## src/rtl/vga_timing_gen.sv

```systemverilog
// Raster timing for the VGA path: position counters, visible flag,
// line/frame strobes and polarity-configurable, delay-aligned syncs.
//
// Ports:
//   vga_pix_clk     pixel clock (only clock)
//   rst             asynchronous active-low reset
//   sx, sy          registered pixel position
//   display_enabled high inside the visible area
//   line_stb        one-cycle pulse at sx == 0
//   frame_stb       one-cycle pulse at sx == 0, sy == V_VISIBLE_AREA
//   hsync, vsync    sync outputs, SYNC_DELAY cycles behind sx/sy
module vga_timing_gen #(
    parameter int   H_VISIBLE_AREA = 640,
    parameter int   H_FRONT_PORCH  = 16,
    parameter int   H_SYNC_PULSE   = 96,
    parameter int   H_BACK_PORCH   = 48,
    parameter int   V_VISIBLE_AREA = 480,
    parameter int   V_FRONT_PORCH  = 10,
    parameter int   V_SYNC_PULSE   = 2,
    parameter int   V_BACK_PORCH   = 33,
    parameter logic H_SYNC_POL     = 1'b0,
    parameter logic V_SYNC_POL     = 1'b0,
    parameter int   SYNC_DELAY     = 2,
    localparam int  H_WHOLE_LINE   = H_VISIBLE_AREA + H_FRONT_PORCH
                                   + H_SYNC_PULSE + H_BACK_PORCH,
    localparam int  V_WHOLE_LINE   = V_VISIBLE_AREA + V_FRONT_PORCH
                                   + V_SYNC_PULSE + V_BACK_PORCH,
    localparam int  H_ADDR_WIDTH   = $clog2(H_WHOLE_LINE),
    localparam int  V_ADDR_WIDTH   = $clog2(V_WHOLE_LINE)
) (
    input  logic                    vga_pix_clk,
    input  logic                    rst,
    output logic [H_ADDR_WIDTH-1:0] sx,
    output logic [V_ADDR_WIDTH-1:0] sy,
    output logic                    display_enabled,
    output logic                    line_stb,
    output logic                    frame_stb,
    output logic                    hsync,
    output logic                    vsync
);

    localparam int HW = H_ADDR_WIDTH;
    localparam int VW = V_ADDR_WIDTH;

    localparam logic [HW-1:0] H_LAST = HW'(H_WHOLE_LINE - 1);
    localparam logic [HW-1:0] H_VIS  = HW'(H_VISIBLE_AREA);
    localparam logic [HW-1:0] H_SS   = HW'(H_VISIBLE_AREA + H_FRONT_PORCH);
    localparam logic [HW-1:0] H_SE   = HW'(H_VISIBLE_AREA + H_FRONT_PORCH
                                           + H_SYNC_PULSE);
    localparam logic [VW-1:0] V_LAST = VW'(V_WHOLE_LINE - 1);
    localparam logic [VW-1:0] V_VIS  = VW'(V_VISIBLE_AREA);
    localparam logic [VW-1:0] V_SS   = VW'(V_VISIBLE_AREA + V_FRONT_PORCH);
    localparam logic [VW-1:0] V_SE   = VW'(V_VISIBLE_AREA + V_FRONT_PORCH
                                           + V_SYNC_PULSE);

    logic [HW-1:0] h_cnt;
    logic [VW-1:0] v_cnt;
    logic          hsync_r;
    logic          vsync_r;
    logic          h_wrap;
    logic          h_act;
    logic          v_act;

    assign h_wrap = (h_cnt == H_LAST);
    assign h_act  = (h_cnt >= H_SS) && (h_cnt < H_SE);
    assign v_act  = (v_cnt >= V_SS) && (v_cnt < V_SE);

    always_ff @(posedge vga_pix_clk or negedge rst) begin
        if (!rst) begin
            h_cnt <= '0;
            v_cnt <= '0;
        end else begin
            h_cnt <= h_wrap ? '0 : h_cnt + 1'b1;
            if (h_wrap)
                v_cnt <= (v_cnt == V_LAST) ? '0 : v_cnt + 1'b1;
        end
    end

    // Output stage: everything decoded from the same counter snapshot
    // so flags and strobes always agree with the sx/sy beside them.
    always_ff @(posedge vga_pix_clk or negedge rst) begin
        if (!rst) begin
            sx              <= '0;
            sy              <= '0;
            display_enabled <= 1'b0;
            line_stb        <= 1'b0;
            frame_stb       <= 1'b0;
            hsync_r         <= ~H_SYNC_POL;
            vsync_r         <= ~V_SYNC_POL;
        end else begin
            sx              <= h_cnt;
            sy              <= v_cnt;
            display_enabled <= (h_cnt < H_VIS) && (v_cnt < V_VIS);
            line_stb        <= (h_cnt == '0);
            frame_stb       <= (h_cnt == '0) && (v_cnt == V_VIS);
            hsync_r         <= h_act ? H_SYNC_POL : ~H_SYNC_POL;
            vsync_r         <= v_act ? V_SYNC_POL : ~V_SYNC_POL;
        end
    end

    // Delay line keeps syncs aligned with downstream RGB; reset flushes
    // it with the inactive level so no stale pulse emerges afterwards.
    generate
        if (SYNC_DELAY == 0) begin : g_nodly
            assign hsync = hsync_r;
            assign vsync = vsync_r;
        end else begin : g_dly
            logic [SYNC_DELAY-1:0] h_pipe;
            logic [SYNC_DELAY-1:0] v_pipe;

            always_ff @(posedge vga_pix_clk or negedge rst) begin
                if (!rst) begin
                    h_pipe <= {SYNC_DELAY{~H_SYNC_POL}};
                    v_pipe <= {SYNC_DELAY{~V_SYNC_POL}};
                end else begin
                    h_pipe[0] <= hsync_r;
                    v_pipe[0] <= vsync_r;
                    for (int i = 1; i < SYNC_DELAY; i++) begin
                        h_pipe[i] <= h_pipe[i-1];
                        v_pipe[i] <= v_pipe[i-1];
                    end
                end
            end

            assign hsync = h_pipe[SYNC_DELAY-1];
            assign vsync = v_pipe[SYNC_DELAY-1];
        end
    endgenerate

endmodule

```

## config.mk

```make
export PLATFORM = sky130hd
export DESIGN_NAME = vga_timing_gen
export DESIGN_NICKNAME = d
export VERILOG_FILES = /design/src/rtl/vga_timing_gen.sv
export SDC_FILE = /design/constraint.sdc
export NUM_CORES = 1
export LEC_CHECK = 0
export CELL_PAD_IN_SITES_DETAIL_PLACEMENT = 1
export CELL_PAD_IN_SITES_GLOBAL_PLACEMENT = 2
export CORE_MARGIN = 2
export CORE_UTILIZATION = 32
export CTS_BUF_LIST = sky130_fd_sc_hd__clkbuf_16
export DETAILED_ROUTE_END_ITERATION = 10
export PLACE_DENSITY = 0.81
export SLEW_MARGIN = 40
export SYNTH_ARGS = -nofsm -noshare
export SYNTH_HDL_FRONTEND = slang
export SYNTH_SLANG_ARGS = --single-unit
export TNS_END_PERCENT = 100
```

## constraint.sdc

```tcl
create_clock -name vga_pix_clk -period 1.56 [get_ports vga_pix_clk]
set_input_delay 0.234 -clock vga_pix_clk [delete_from_list [all_inputs] [get_ports vga_pix_clk]]
set_output_delay 0.234 -clock vga_pix_clk [all_outputs]
set_load 0.005 [all_outputs]
```

## After elaboration in Yosys (flattened, before gate mapping)

Cells that the tools add are included.

- Register bits after elaboration: 49
- Output and inout port bits: 25
- Word-level logic and storage cells: 31

- Add/subtract/negate cells: 2
- $lt $le $gt $ge: 6
- Eq/ne operators: 3
- Muxes and demuxes: 4
- Reduce and logical (&&, ||, !) cells: 5

Operators with widths:

| cell | count |
|---|---|
| $add 10x1->10 const B | 2 |
| $eq 10x10->1 const B | 2 |
| $lt 10x10->1 const B | 2 |
| $lt 10x9->1 const B | 2 |
| $mux 10 | 2 |
| $eq 10x9->1 const B | 1 |
| $ge 10x10->1 const B | 1 |
| $ge 10x9->1 const B | 1 |
| $logic_not 10->1 | 1 |
| $logic_and 1x1->1 | 4 |
| $mux 1 | 2 |

## Longest topological paths before layout

- Depth after elaboration: 3
- Depth in mapped cells: 6

## Worst setup path before layout

OpenSTA, ideal clock, no wires.

- Path kind: register to register
- Start: reg h_cnt[0]
- End: reg v_cnt[5]
- Arrival: 1.579 ns
- Required time: 1.435 ns
- Slack: -0.144 ns
- Stages on the path, launching flop included: 6
- Buffers on the path: 0
- Cell sequence: dfrtp_1 -> ha_1 -> and3_1 -> nand3_2 -> or4_4 -> xnor2_2

- Longest elaborated chain between the ends: 1

Ends and longest elaborated chain:

| item | line | text |
|---|---|---|
| from (decl) | 56 | `logic [HW-1:0] h_cnt;` |
| from (signal assigned) | 73 | `h_cnt <= h_wrap ? '0 : h_cnt + 1'b1;` |
| $eq 10x10->1 | 64 | `assign h_wrap = (h_cnt == H_LAST);` |
| to (signal assigned) | 75 | `v_cnt <= (v_cnt == V_LAST) ? '0 : v_cnt + 1'b1;` |
| to (decl) | 57 | `logic [VW-1:0] v_cnt;` |

No other way between the ends.
A chain may end at the register's enable or synchronous reset.

## Final worst setup path

- Start: reg h_cnt[5]
- End: reg v_cnt[5]

Same word-level chain as after synthesis.

==> flow_summary.json <==
{
  "synth-async-reset-ratio": 1.00,
  "cts_max_level": 2,
  "final-setup-viol-count": 5,
  "nets": 217,
  "cp_num_buf_inv": 0,
  "hp-class": "reg -> reg",
  "timing.fmax_mhz": 610,
  "wire_per_inst_um": 16.1,
  "cts_buffers": 5,
  "grt_max_degree": 50,
  "status": "finished, violations left",
  "cts_tree": "built",
  "start_kind": "flip-flop",
  "cp_max_fo": 5,
  "r2r.worst_path.cells": 4,
  "max-slew-margin-rel": 0.786,
  "period_share": 1.05,
  "worstPathCellList": "nor4b_4 > nand3_4 > or4_4 > xnor2_2",
  "cts_root_buf": "clkbuf_16",
  "row_count": 27,
  "ys_seq_area_frac": 0.662,
  "dp_hpwl_um": 2990,
  "syn_to_final_growth_pct": 48.2,
  "yosys.area.top_type_share": 0.577,
  "final_common_cell": "dfrtp_1",
  "cp-end-kind": "flip-flop",
  "whs_endpoint": "g_dly.v_pipe[1]$_DFF_PN1_",
  "clk_pin_slew_worst_paths_ns": 0.07,
  "violations": "negative setup slack",
  "antenna_found_initial": 0,
  "synth_cell_type_count": 38,
  "drv_slew": 0,
  "worst_slew_pin_slew_ns": 0.320,
  "fp.dieArea_um2": 6450,
  "synth_area_um2": 1860,
  "grt.met1_usage": 0.191,
  "final-hold-violation-count": 0,
  "r2r_setup_slack_ns": -0.08,
  "ys_top_cells_by_area": "dfrtp_1 (58%), dfstp_2 (8.5%), ha_1 (3.4%), nand3_1 (3.0%), nand4_1 (2.3%)",
  "cts_sinks": 49,
  "final_antenna_net_count": 0,
  "use_met2": 0.266,
  "critPathSlowestCell": "or4_4",
  "gp_congestion": 0.847,
  "power_leakage_nw": 1.24,
  "final_layout_size_suffix_gt1_frac": 0.370,
  "grtUsageTotal": 0.156,
  "min_from": "g_dly.v_pipe[0]$_DFF_PN1_",
  "fin_skew_ns": 0.00684,
  "fp.coreArea_um2": 5570,
  "first_iter_violations": 59,
  "critPathTopFamily": "simple AND/OR/NAND/NOR gates",
  "viasPerCell": 4.69,
  "r2r-end": "v_cnt[5]$_DFFE_PN0N_",
  "grt_pass1_wl_um": 7490,
  "rsz0062_at_grt": "true",
  "cts_buffer_depth": 2,
  "syn_inst": 143,
  "fin_crit_ns": 1.64,
  "vias": 1328,
  "syn_avg_cell_area_um2": 13.0,
  "p_total_mw": 2.35,
  "irDropWorstVdd_mv": 0.375,
  "num_antenna_cells": 0,
  "drc_errors": 0,
  "synthFlopType": "dfrtp_1",
  "cp_num_cells": 4,
  "top_usage_layer": "met2",
  "p_per_area_nw_per_um2": 849,
  "cpPeakStageDelay_ns": 0.45,
  "overflow": 0,
  "arrival_ns": 1.82,
  "cp.required_ns": 1.74,
  "clock_latency_ns": 0.29,
  "worst_slack_ns": -0.0786,
  "grt_pass1_vias": 1458,
  "io_pins": 27,
  "r2r-start": "h_cnt[5]$_DFF_PN0_",
  "io_buffer_count": 26,
  "start_util": 0.334,
  "synth-seq-cells": 49,
  "layout_common_cells": "dfrtp_1 (40), buf_4 (32), clkdlybuf4s50_1 (25)",
  "fp.dieW_um": 80.3,
  "synth_nets": 150,
  "yosysTopAreaCell": "dfrtp_1",
  "whs_path_depth": 0,
  "cap_violations": 0,
  "die-height_um": 80.3,
  "synth_edf_count": 0,
  "ys_warn_count": 0,
  "setup_tns_ns": -0.208,
  "critPathKind": "reg -> reg",
  "drt_wl_total_um": 4550,
  "met3_usage": 0.0371,
  "dr.pass1.iters": 3
}
[Yosys cell counts, types with 2 or more instances]
cell type / instances
or4_1: 2
dfrtp_1: 43
dfstp_2: 6
and3_1: 3
nor3_1: 2
o21ai_0: 6
nand3_1: 11
nor2_1: 11
xnor2_1: 5
nand4_1: 7
and4_1: 2
a21oi_1: 4
or3_2: 2
inv_1: 8
ha_1: 5
xor2_1: 4
[metal layers]
metal / share of wire / wire length (um)
met5: 0 / 0
met4: 0.017 / 78
met3: 0.025 / 112
met2: 0.52 / 2380
met1: 0.43 / 1980
[registers in the layout, indices dropped and copies added, names as in the netlist, 2 cells and up]
register,count
g_dly.h_pipe,2
g_dly.v_pipe,2
h_cnt,10
sx,10
sy,10
v_cnt,10
[how the worst max path moves through the flow]
| stage | from | end |
|---|---|---|
| after floorplan | h_cnt[0]$_DFF_PN0_ | v_cnt[5]$_DFFE_PN0N_ |
| after global placement | h_cnt[7]$_DFF_PN0_ | v_cnt[5]$_DFFE_PN0N_ |
| after detailed placement | h_cnt[7]$_DFF_PN0_ | v_cnt[5]$_DFFE_PN0N_ |
| after CTS | h_cnt[5]$_DFF_PN0_ | v_cnt[5]$_DFFE_PN0N_ |
| after global routing | h_cnt[5]$_DFF_PN0_ | v_cnt[5]$_DFFE_PN0N_ |
| final | h_cnt[5]$_DFF_PN0_ | v_cnt[5]$_DFFE_PN0N_ |
[metrics by stage]
| stage | utilization | hold slack, ns | cells | instance area (um2) | setup WS [ns] |
|---|---|---|---|---|---|
| after floorplan | - | -0.0616 | 143 | 1890 | -0.0447 |
| final | 0.496 | 0.351 | 283 | 2760 | -0.0786 |
| after global placement | 0.442 | 0.230 | 268 | 2460 | -0.0421 |
| after global routing | 0.496 | 0.354 | 283 | 2760 | -0.143 |
| after detailed placement | 0.442 | 0.238 | 268 | 2460 | -0.0769 |
| after CTS | 0.477 | 0.353 | 280 | 2660 | -0.0725 |
[report_power, final]
part	internal, mW	total (mW)	switching (mW)
combinational	0.00782	0.0314	0.0236
sequential	1.27	1.27	0
clock	0.588	1.04	0.455
total	1.87	2.35	0.478
[what timing repair did]
action / 4_1_cts / 5_1_grt
gates resized for setup: 5 / 17
setup buffers: 3 / 3
pin swaps: 3 / 3
hold buffers: 1 / 0
cloned: 0 / 0
endpoints found under the hold margin: 43 / 0
endpoints found under the setup margin: 7 / 12
[layout make-up]
type / instances / area, um2
inverter: 8 / 30.0
clock inverter: 3 / 18.8
clock buffer: 5 / 125
tap: 72 / 90.1
fill: 596 / 2810
sequential: 49 / 1240
multi-input combinational: 84 / 704
timing repair buffer: 62 / 557
[cell families after synthesis]
| kind of cell | after synthesis | share of synthesized area |
|---|---|---|
| flops | 49 | 0.662 |
| mux | 1 | 0.00604 |
| xor+xnor | 10 | 0.0510 |
| simple gates | 53 | 0.179 |
| fa+ha+maj | 5 | 0.0336 |
| buf+inv | 10 | 0.0208 |
| compound gates | 15 | 0.0483 |
[worst reg2reg max path: stages, from the launching register on]
cell and delay (ns):
dfrtp_2 0.42, nor4b_4 0.38, nand3_4 0.14, or4_4 0.45
xnor2_2 0.14
Note: power is estimated with default switching activity, not from simulation.
